## src/rtl/conv_seq_ctrl.sv

```systemverilog
// conv_seq_ctrl: job sequencer for the 5x5 binary-weight conv engine.
// Loads K*K weights, streams fmap columns as K-row taps, tags complete
// windows through a delay line matched to the engine latency, pulses done
// once the last tagged result has left the engine.
// Optional feature macro: CONV_SEQ_PERF_EN adds a 16-bit busy-cycle counter.
module conv_seq_ctrl #(
  parameter int unsigned K        = 5,
  parameter int unsigned PIPE_LAT = 6,
  parameter int unsigned DIM_W    = 5
) (
  input  logic             clk,
  input  logic             rstn,
  input  logic             start,
  input  logic             state,
  output logic             busy,
  output logic             done,
  output logic             wt_rd_en,
  output logic [7:0]       wt_rd_addr,
  output logic             conv_start,
  output logic             conv_weight_en,
  output logic             fmap_rd_en,
  output logic [DIM_W-1:0] fmap_row,
  output logic [DIM_W-1:0] fmap_col,
  output logic             out_valid,
  output logic [DIM_W-1:0] out_row,
`ifdef CONV_SEQ_PERF_EN
  output logic [15:0]      cycle_cnt,
`endif
  output logic [DIM_W-1:0] out_col
);

  localparam int unsigned NW  = K * K;
  localparam int unsigned DL  = 1 + PIPE_LAT;
  localparam int unsigned NI0 = 28;
  localparam int unsigned NI1 = 12;

  typedef enum logic [1:0] {
    S_IDLE,
    S_LOAD,
    S_STREAM,
    S_DRAIN
  } st_t;

  st_t              st_q, st_d;
  logic [DIM_W-1:0] ni_q, ni_d;

  logic             busy_d, done_d, wt_rd_en_d, conv_start_d, fmap_rd_en_d;
  logic [7:0]       wt_rd_addr_d;
  logic [DIM_W-1:0] fmap_row_d, fmap_col_d;
  logic             accept_c;
  logic             tag_c;

  logic [DL-1:0]    dl_v;
  logic [DIM_W-1:0] dl_row [DL];
  logic [DIM_W-1:0] dl_col [DL];

  // A start is taken only when idle and not in the done cycle
  assign accept_c = (st_q == S_IDLE) && start && !busy;

  // A read is a complete window once K columns of the row have been seen
  assign tag_c = fmap_rd_en && (fmap_col >= DIM_W'(K - 1));

  // Next-state and next-output logic
  always_comb begin
    st_d         = st_q;
    ni_d         = ni_q;
    done_d       = 1'b0;
    wt_rd_en_d   = 1'b0;
    wt_rd_addr_d = 8'd0;
    fmap_rd_en_d = 1'b0;
    fmap_row_d   = '0;
    fmap_col_d   = '0;
    case (st_q)
      S_IDLE: begin
        if (accept_c) begin
          st_d       = S_LOAD;
          ni_d       = state ? DIM_W'(NI1) : DIM_W'(NI0);
          wt_rd_en_d = 1'b1;
        end
      end
      S_LOAD: begin
        if (wt_rd_addr == 8'(NW - 1)) begin
          st_d         = S_STREAM;
          fmap_rd_en_d = 1'b1;
        end else begin
          wt_rd_en_d   = 1'b1;
          wt_rd_addr_d = wt_rd_addr + 8'd1;
        end
      end
      S_STREAM: begin
        if (fmap_col == ni_q - DIM_W'(1)) begin
          if (fmap_row == ni_q - DIM_W'(K)) begin
            st_d = S_DRAIN;
          end else begin
            fmap_rd_en_d = 1'b1;
            fmap_row_d   = fmap_row + DIM_W'(1);
          end
        end else begin
          fmap_rd_en_d = 1'b1;
          fmap_row_d   = fmap_row;
          fmap_col_d   = fmap_col + DIM_W'(1);
        end
      end
      S_DRAIN: begin
        // Only the final stage may still be occupied: it is out_valid this cycle
        if (dl_v[DL-2:0] == '0) begin
          st_d   = S_IDLE;
          done_d = 1'b1;
        end
      end
      default: st_d = S_IDLE;
    endcase
    conv_start_d = (st_d != S_IDLE);
    busy_d       = (st_d != S_IDLE) || done_d;
  end

  // State and layer-size registers
  always_ff @(posedge clk or negedge rstn) begin
    if (!rstn) begin
      st_q <= S_IDLE;
      ni_q <= '0;
    end else begin
      st_q <= st_d;
      ni_q <= ni_d;
    end
  end

  // Registered control outputs
  always_ff @(posedge clk or negedge rstn) begin
    if (!rstn) begin
      busy           <= 1'b0;
      done           <= 1'b0;
      wt_rd_en       <= 1'b0;
      wt_rd_addr     <= 8'd0;
      conv_start     <= 1'b0;
      conv_weight_en <= 1'b0;
      fmap_rd_en     <= 1'b0;
      fmap_row       <= '0;
      fmap_col       <= '0;
    end else begin
      busy           <= busy_d;
      done           <= done_d;
      wt_rd_en       <= wt_rd_en_d;
      wt_rd_addr     <= wt_rd_addr_d;
      conv_start     <= conv_start_d;
      conv_weight_en <= wt_rd_en;
      fmap_rd_en     <= fmap_rd_en_d;
      fmap_row       <= fmap_row_d;
      fmap_col       <= fmap_col_d;
    end
  end

  // Window tag delay line: one cycle of memory read plus engine latency
  always_ff @(posedge clk or negedge rstn) begin
    if (!rstn) begin
      dl_v <= '0;
      for (int i = 0; i < int'(DL); i++) begin
        dl_row[i] <= '0;
        dl_col[i] <= '0;
      end
    end else begin
      dl_v      <= {dl_v[DL-2:0], tag_c};
      dl_row[0] <= tag_c ? fmap_row : '0;
      dl_col[0] <= tag_c ? fmap_col - DIM_W'(K - 1) : '0;
      for (int i = 1; i < int'(DL); i++) begin
        dl_row[i] <= dl_row[i-1];
        dl_col[i] <= dl_col[i-1];
      end
    end
  end

  assign out_valid = dl_v[DL-1];
  assign out_row   = dl_row[DL-1];
  assign out_col   = dl_col[DL-1];

`ifdef CONV_SEQ_PERF_EN
  // Busy-cycle counter, cleared on each accepted job and held afterwards
  always_ff @(posedge clk or negedge rstn) begin
    if (!rstn) begin
      cycle_cnt <= 16'd0;
    end else if (accept_c) begin
      cycle_cnt <= 16'd0;
    end else if (busy) begin
      cycle_cnt <= cycle_cnt + 16'd1;
    end
  end
`endif

endmodule

```

## config.mk

```make
export PLATFORM = sky130hd
export DESIGN_NAME = conv_seq_ctrl
export DESIGN_NICKNAME = d
export VERILOG_FILES = /design/src/rtl/conv_seq_ctrl.sv
export SDC_FILE = /design/constraint.sdc
export NUM_CORES = 1
export LEC_CHECK = 0
export ABC_AREA = 1
export CORE_ASPECT_RATIO = 1.1
export CORE_UTILIZATION = 50
export DETAILED_ROUTE_END_ITERATION = 8
export PLACE_DENSITY_LB_ADDON = 0.05
export SYNTH_ARGS = -nofsm -noshare
export SYNTH_HDL_FRONTEND = slang
export SYNTH_SLANG_ARGS = --single-unit
```

## constraint.sdc

```tcl
create_clock -name clk -period 1.3 [get_ports clk]
set_input_delay 0.26 -clock clk [delete_from_list [all_inputs] [get_ports clk]]
set_output_delay 0.26 -clock clk [all_outputs]
set_load 0.02 [all_outputs]
```

After elaboration in Yosys (flattened, before gate mapping)
Cells that the tools add are included.
- word-level logic and storage cells: 74
- bits of input ports: 4
- output and inout bits: 35
- bits in registers: 108
- eq/ne operators: 7
- $add $sub $neg: 6
- multiplexer cells: 25
- reductions and logical operators: 9
- $lt $le $gt $ge: 1
- operators with widths (operator ; count):
    2-to-1 mux 5 bit ; 8
    2-to-1 mux 8 bit ; 2
    adder 5 x 1 -> 5 bit, second input constant ; 2
    == test 5 bit ; 2
    2-to-1 mux 2 bit ; 5
    subtractor 5 x 3 -> 5 bit, second input constant ; 2
    adder 8 x 1 -> 8 bit, second input constant ; 1
    == test 8 x 5 -> 1 bit, second input constant ; 1
    case mux 2 bit (4 select lines) ; 1
    2-to-1 mux 1 bit ; 7
    logical NOT 6 bit ; 1
    greater-or-equal comparator 5 x 3 -> 1 bit, second input constant ; 1
    subtractor 5 x 1 -> 5 bit, second input constant ; 1
    == test 2 bit, second input constant ; 2
    case mux 1 bit (2 select lines) ; 2
    logical AND 1 bit ; 3
    == test 2 x 1 -> 1 bit, second input constant ; 1
    logical NOT 2 bit ; 1
    inequality test 2 bit, second input constant ; 1
    AND reduction 2 bit ; 1
    nonzero test 2 bit ; 1
    logical NOT 1 bit ; 1
    logical OR 1 bit ; 1

Longest topological paths before layout
Gate-level depths: netlist of run 1.
- word-level depth: 7
- mapped depth: 11
- gate-level depth less buffers: 11

Worst setup path before layout of run 1
No wires, ideal clock.
- kind: register -> register
- start: register wt_rd_addr[0]
- end: register busy
- slack: -203 ps
- period minus slack after synthesis: 1503 ps
- arrival time: 1369 ps
- buffers on the path: 0
- library setup time: 134 ps
- cell stages (with the launch flop): 11
- data required time: 1166 ps
- cells stage by stage: dfrtp_1 > inv_1 > ha_1 > nand2_2 > nor2_4 > nand2_4 > nand2_2 > nand2_1 > nand3_1 > a21oi_1 > nand3_1
- longest elaborated chain between the ends: 5
- RTL lines (element ; line ; source):
    start, declared ; 18 ; output logic [7:0] wt_rd_addr,
    start signal, assigned ; 144 ; wt_rd_addr <= wt_rd_addr_d;
    == test 8 x 5 -> 1 bit ; 82 ; if (wt_rd_addr == 8'(NW - 1)) begin
    2-to-1 mux 2 bit ; 82 ;
    case mux 2 bit (4 select lines) ; 73 ; case (st_q)
    nonzero test 2 bit ; 114 ; busy_d = (st_d != S_IDLE) || done_d;
    logical OR 1 bit ; 114 ;
    net busy_d ; 47 ; logic busy_d, done_d, wt_rd_en_d, conv_start_d, fmap_rd_en_d;
    end signal, assigned ; 141 ; busy <= busy_d;
    end, declared ; 15 ; output logic busy,
The timed path passes the listed nets, and every way through them passes these cells.
A chain may end at the register's enable or synchronous reset.

Final worst setup path of run 1
- start: register st_q[0]
- end: register busy
- longest elaborated chain between the ends: 7
- elaborated cells on any way between the ends: 15
- classes of those cells: eq/ne (3); mux (7); reduce/logical (5)
- RTL lines (element ; line ; source):
    start, declared ; 44 ; st_t st_q, st_d;
    start signal, assigned ; 123 ; st_q <= st_d;
    logical NOT 2 bit ; 58, 73 ;
    logical AND 1 bit (2 in a row) ; 58 ; assign accept_c = (st_q == S_IDLE) && start && !busy;
    2-to-1 mux 2 bit ; 75 ; if (accept_c) begin
    case mux 2 bit (4 select lines) ; 73 ;
    nonzero test 2 bit ; 114 ;
    logical OR 1 bit * ; 114 ;
    net busy_d ; 47 ;
The timed path passes the listed nets; every way through them passes the cells marked *.

==> key figures, run 1 <==
Timing
  • Final setup fails: 6
  • Slew Limit Fails: 0
  • Max_slew headroom: 72.12%
  • Crit path setup slack, layout: -53.51 ps
  • Skew final: between 6 and 7 ps
  • Worst-Margin Slew: roughly 420 ps
  • RSZ-0062 raised after global routing: yes
  • Period utilization: 104.1%
  • Setup TNS: -105.6 ps
  • Hold Vio Cnt, Final: 0
  • FMAX: approximately 740 MHz
  • Hold slack: about 350 ps
  • Tmin final: roughly 1400 ps

Finish
  • NumNets Final: between 300 and 400
  • Layout cells sized above 1: a little over half
  • Most frequent cells in the layout: dfrtp_1 (97), buf_4 (50), inv_1 (19), buf_2 (19), nand2_1 (18)
  • Post-route design area: between 4000 and 5000 um^2
  • Area delta synth->final: 34.51%
  • Ant. Diodes: 0
  • Most common cell after layout, fill and taps aside: dfrtp_1

Detailed routing
  • # DRC: 0
  • WL/cell: 12.90 um
  • Post-DR vias/cell: between 4 and 5
  • DRT Pass-1 Iters: 4
  • DR vias: between 2000 and 2500
  • Initial DRC count: 62
  • Routed WL: between 6 and 7 mm
  • Final ANT Viol Nets: 0

Logic synthesis
  • Area leader, netlist: dfrtp_1
  • Syn_area_per_cell: between 10 and 15 um^2
  • Post-synthesis compound-gate area fraction: under 10%
  • Synthesized flop and latch total: 105
  • Post-synthesis mux area share: 0%
  • Sequential area share after synthesis: a little under three quarters
  • Largest family of logic cells by synthesized area: simple AND/OR/NAND/NOR gates
  • Synth Area in Adders: 4.084%
  • Synth Area in XOR/XNOR: approximately 1.9%
  • Yosys cell types: 27
  • Post-Syn Instances: ~290
  • Top cell type's share of synthesized area: 71.48%
  • Synth Cell Area: approximately 3700 um^2
  • Ys Warns: 0
  • Synthesized-area fraction occupied by and/or/nand/nor cells: between 10% and 20%
  • Syn nets: 302
  • Top cells by area, synth: dfrtp_1 (71%), ha_1 (4.1%), inv_1 (3.2%), nor2_1 (3.2%), nand2_1 (2.7%)

Clock network
  • Root Driver: clkbuf_8
  • Sink Count: 105
  • Clk pin slew, worst setup/hold paths: about 100 ps
  • Num CTS Buffers: 9
  • Worst skew pair latency: ~360 ps
  • H-tree levels: 3
  • CTS Buffer Depth: 2
  • CTS tree: done

Run status
  • Outcome: complete, but fails checks
  • Failing checks: setup timing

Critical path
  • R2r setup slk: -50 ps
  • CP Data Arrival Time: about 1600 ps
  • FF-to-FF End: busy
  • Slowest CP cell: dfrtp_1
  • Worst Setup End Kind: flop
  • Critical Path Stages: 7
  • Req. time, crit path: 1550 ps
  • Max FO, Critical Path: 4
  • Startpoint types: flop
  • Reg2reg path depth: 7
  • Critical Path, Cell by Cell: inv_2 > ha_4 > nand2_2 > nor2_4 > nor3_2 > a21oi_4 > nand3_1
  • Worst r2r src: st_q[0]
  • Biggest cell delay along the critical path: around 420 ps
  • Buf/Inv on CP: 1
  • Crit Path Category: flop to flop
  • Top delay family on crit path: flip-flops

Run
  • Max-cap violations: 0

Global route
  • Total GRT Usage: 16.72%
  • Grt total ovfl: 0
  • Initial antenna violation count: 0
  • Vias in the first global route: between 2000 and 2500
  • Largest net degree at the start of global routing: 35
  • First-pass GRT wire length: approximately 9.8 mm

Die
  • Die H: slightly above 90 um
  • Die Wd: 83.76 um
  • Die ar.: 7700 um^2
  • FP Rows: 32
  • Initial core utilization: 52.17%
  • Core outline area: 7047 um^2
  • # IOs: 39

Placement
  • Routability cong.: around 0.86
  • IO buf count: 38
  • Post-DP HPWL: ~3.8 mm
  • Area post-placement: between 4000 and 5000 um^2

Worst hold path
  • Hold Path Stages: 0
  • HP Class: flop to flop
  • Worst Hold Path EP: dl_row[29]
  • Worst min-delay path startpoint: dl_row[34]

Power and ir drop
  • PwrDens: 1376 nW/um^2
  • Static leakage: 0.002542 uW
  • Maximum VDD drop: ~0.84 mV
==> synthesized netlist by cell type (all sizes together) <==
| library cell | instances |
|---|---|
| inv | 35 |
| nand4 | 4 |
| nor3b | 1 |
| o21ai | 7 |
| dfrtp | 105 |
| clkbuf | 1 |
| nor2 | 35 |
| nand2 | 39 |
| xor2 | 5 |
| a21oi | 5 |
| buf | 11 |
| o31ai | 2 |
| nand3 | 17 |
| xnor2 | 3 |
| ha | 12 |
| nor3 | 4 |
==> sequential cells by signal, summed over array words and instances (netlist names), 2 cells and up <==
register,flops
dl_col,30
out_row,5
wt_rd_addr,8
fmap_col,5
fmap_row,5
dl_v,7
ni_q,2
dl_row,30
out_col,5
st_q,2
==> how the worst max path moves through the flow <==
stage,startpoint,to
2_1_floorplan,wt_rd_addr[0],busy
3_3_place_gp,st_q[0],busy
3_5_place_dp,st_q[0],busy
4_1_cts,wt_rd_addr[0],busy
5_1_grt,wt_rd_addr[0],busy
6_report,st_q[0],busy
==> through the flow <==
| stage | setup WS, ps | total power [uW] | std cells | utilization (%) |
|---|---|---|---|---|
| 2_1_floorplan | -100.6 | 4121 | 286 | - |
| 4_1_cts | -44.24 | 6789 | 465 | 67.70 |
| 3_5_place_dp | -147.2 | 4650 | 437 | 63.12 |
| 5_1_grt | -105.5 | 7142 | 473 | 70.17 |
| 3_3_place_gp | -116.5 | 4642 | 437 | 63.12 |
| 6_report | -53.51 | 6804 | 473 | 70.17 |
==> power breakdown <==
group	switching, uW	internal [uW]
Sequential	100	3390
Clock	1100	918
Combinational	733	558
Total	1930	4870
==> routing by layer <==
metal	part of all wire (%)	wire length, um	track usage [%]	up-vias
met5	0	0	0	-
met4	3.1	189	9.463	0
met3	4.0	245	3.870	15
met2	48	2917	24.93	58
met1	45	2749	22.76	1052
li1	-	-	-	1074
==> timing repair <==
action,in CTS,in global routing
pin swaps,12,14
setup endpoints to repair,50,49
gates resized for setup,132,81
endpoints found under the hold margin,29,0
hold buffers,1,0
gates cloned,0,1
buffers inserted,11,7
==> kinds of logic after synthesis <==
kind of cell	count (synthesis)
AND/OR/NAND/NOR	100
XOR/XNOR	8
flip-flops	105
adder cells (fa/ha/maj)	12
buffers and inverters	47
AO/OA/AOI/OAI	14
==> layout make-up <==
class	count	area, um^2
Clock buffer	10	127.6
Timing Repair Buffer	98	757.0
Multi-Input combinational cell	134	1106
Clock inverter	6	73.82
Inverter	35	136.4
Tap cell	85	106.4
Sequential cell	105	2638
Fill cell	493	2102
No activity file was read; power rests on OpenSTA's default activity.
==> run 2: changes to the inputs <==
--- a/config.mk
+++ b/config.mk
@@ -10,6 +10,7 @@
 export CORE_UTILIZATION = 50
 export DETAILED_ROUTE_END_ITERATION = 8
 export PLACE_DENSITY_LB_ADDON = 0.05
+export SLEW_MARGIN = 20
 export SYNTH_ARGS = -nofsm -noshare
 export SYNTH_HDL_FRONTEND = slang
 export SYNTH_SLANG_ARGS = --single-unit
==> results of run 2 <==
Same layout as run 1: the final DEF is identical, and so are final timing and power.
==> run 3: changes to the inputs <==
--- a/config.mk
+++ b/config.mk
@@ -6,7 +6,8 @@
 export NUM_CORES = 1
 export LEC_CHECK = 0
 export ABC_AREA = 1
-export CORE_ASPECT_RATIO = 1.1
+export CORE_ASPECT_RATIO = 0.8
+export CORE_MARGIN = 2
 export CORE_UTILIZATION = 50
 export DETAILED_ROUTE_END_ITERATION = 8
 export PLACE_DENSITY_LB_ADDON = 0.05
==> key figures, run 3 (same netlist as run 1, synthesis figures left out) <==
Run status
  • Outcome: complete, but fails checks
  • Failing checks: setup timing

Power and ir drop
  • Maximum VDD drop: between 0.8 and 0.9 mV
  • Clock power share: roughly 29%
  • PwrDens: 1376 nW/um^2
  • Power Internal: 4657 uW
  • Gate power share: a little under a fifth
  • Switching share of power: between 20% and 30%
  • Sw Pwr: approximately 1900 uW
  • Sequential Power Share: between 50 and 60%
  • Static leakage: 0.002465 uW

Finish
  • Largest registers: dl_col: 30 flops, dl_row: 30 flops, wt_rd_addr: 8 flops
  • Layout cells sized above 1: slightly below 50%
  • Most common cell after layout, fill and taps aside: dfrtp_1
  • NumNets Final: 389
  • Area delta synth->final: 29.65%
  • Most frequent cells in the layout: dfrtp_1 (94), buf_4 (38), nand2_1 (21), inv_1 (20), nor2_1 (19)
  • Ant. Diodes: 0

Timing
  • Hold Vio Cnt, Final: 0
  • Crit path setup slack, layout: -58.61 ps
  • Setup TNS: -185.3 ps
  • FMAX: about 740 MHz
  • Final setup fails: 11
  • Slew Limit Fails: 0
  • Skew final: about 14 ps
  • Worst-Margin Slew: 269.3 ps
  • Hold slack: 307.3 ps
  • Tmin final: 1359 ps
  • Max_slew headroom: between 80 and 90%
  • RSZ-0062 raised after global routing: yes
  • Period utilization: 104.5%

Clock network
  • CTS Buffer Depth: 2
  • Worst skew pair latency: 360 ps
  • Num CTS Buffers: 9
  • Clk pin slew, worst setup/hold paths: roughly 100 ps
  • Sink Count: 105
  • H-tree levels: 3
  • Root Driver: clkbuf_8
  • CTS tree: done

Critical path
  • Crit Path Category: flop to output port
  • Critical Path Source: wt_rd_addr[0]
  • Biggest cell delay along the critical path: 420 ps
  • Startpoint types: flop
  • Max FO, Critical Path: 3
  • Worst r2r src: wt_rd_addr[0]
  • CP Data Arrival Time: approximately 1100 ps
  • Req. time, crit path: roughly 1000 ps
  • Critical Path, Cell by Cell: dlygate4sd2_1
  • Slowest CP cell: dfrtp_2
  • Worst Setup End Kind: output port
  • Top delay family on crit path: flip-flops
  • Buf/Inv on CP: 1

Die
  • Die Wd: 99.87 um
  • Core outline area: ~7000 um^2
  • # IOs: 39
  • Die H: between 80 and 90 um
  • FP Rows: 27
  • Initial core utilization: 52.57%
  • Die ar.: between 8000 and 9000 um^2

Worst hold path
  • HP Class: primary input to asynchronous set/reset pin

Global route
  • Vias in the first global route: about 2000
  • Grt total ovfl: 0
  • Largest net degree at the start of global routing: 33
  • Total GRT Usage: approximately 16%
  • Initial antenna violation count: 0
  • First-pass GRT wire length: about 9.5 mm

Detailed routing
  • Initial DRC count: 87
  • Final ANT Viol Nets: 0
  • DR vias: roughly 2100
  • # DRC: 0
  • Post-DR vias/cell: between 4 and 5
  • WL/cell: between 10 and 15 um
  • Routed WL: between 5 and 6 mm
  • DRT Pass-1 Iters: 4

Placement
  • Routability cong.: 0.8264
  • Setup WS pre-CTS: -98.04 ps
  • Post-DP HPWL: 3.845 mm
  • IO buf count: 38

Run
  • Max-cap violations: 0
[run 3: cell types whose count changed in the layout (fill, tap and decap cells not counted), moves of 3 or more]
cell / before / now
nor2_2: 14 / 11
ha_1: 3 / 6
nand2_1: 18 / 21
dfrtp_1: 97 / 94
nor2_4: 9 / 5
nor2_1: 12 / 19
dfrtp_2: 8 / 11
clkdlybuf4s15_2: 0 / 4
buf_4: 50 / 38
[run 3: worst paths after layout]
kind | cells past startpoint | end | slack, ps
min reg2reg | 0 | dl_row[13] | 340
max | 1 | wt_rd_addr[0] | -60
min | 2 | fmap_col[0] | 310
min in group clk | 0 | dl_row[13] | 340
max in group asynchronous | 3 | wt_rd_addr[2] | 470
max reg2reg | 11 | busy | -40
[run 3: power by group through the flow]
stage	Combinational, uW	Sequential, uW	Clock, uW
after floorplan	452	3670	0
after global placement	1080	3550	0
after detailed placement	1120	3550	0
after CTS	1120	3480	1980
after global routing	1320	3500	2110
final	1190	3490	1880
[run 3: final cells by class]
cell class,count,area (um^2)
multi-input combinational,134,983.4
clock inverter,7,70.07
clock buffer,9,123.9
timing repair buffer,88,701.9
sequential,105,2641
tap,87,108.9
fill,511,2227
inverter,35,136.4
[run 3: per-layer routing]
layer  global-route usage (%)  wire length [um]  vias up
met3                    5.222               237        7
met4                    4.521                49        0
met1                    22.39              2755     1026
met5                        0                 0        -
met2                    22.91              2586       37
li1                         -                 -     1058
[run 3: timing repair]
item,4_1_cts,5_1_grt
pin swaps,6,7
setup endpoints to repair,46,44
buffers inserted,12,7
hold endpoints to repair,14,0
hold buffers,1,0
resized for setup,124,61
[run 3: metrics by stage]
stage                     cell area (um^2)  instances  utilization [%]  power [uW]
after floorplan                       3720        286                -        4121
after CTS                             4637        458            66.31        6579
after global placement                4388        429            62.75        4630
final                                 4766        465            68.15        6557
after detailed placement              4388        429            62.75        4669
after global routing                  4766        465            68.15        6931
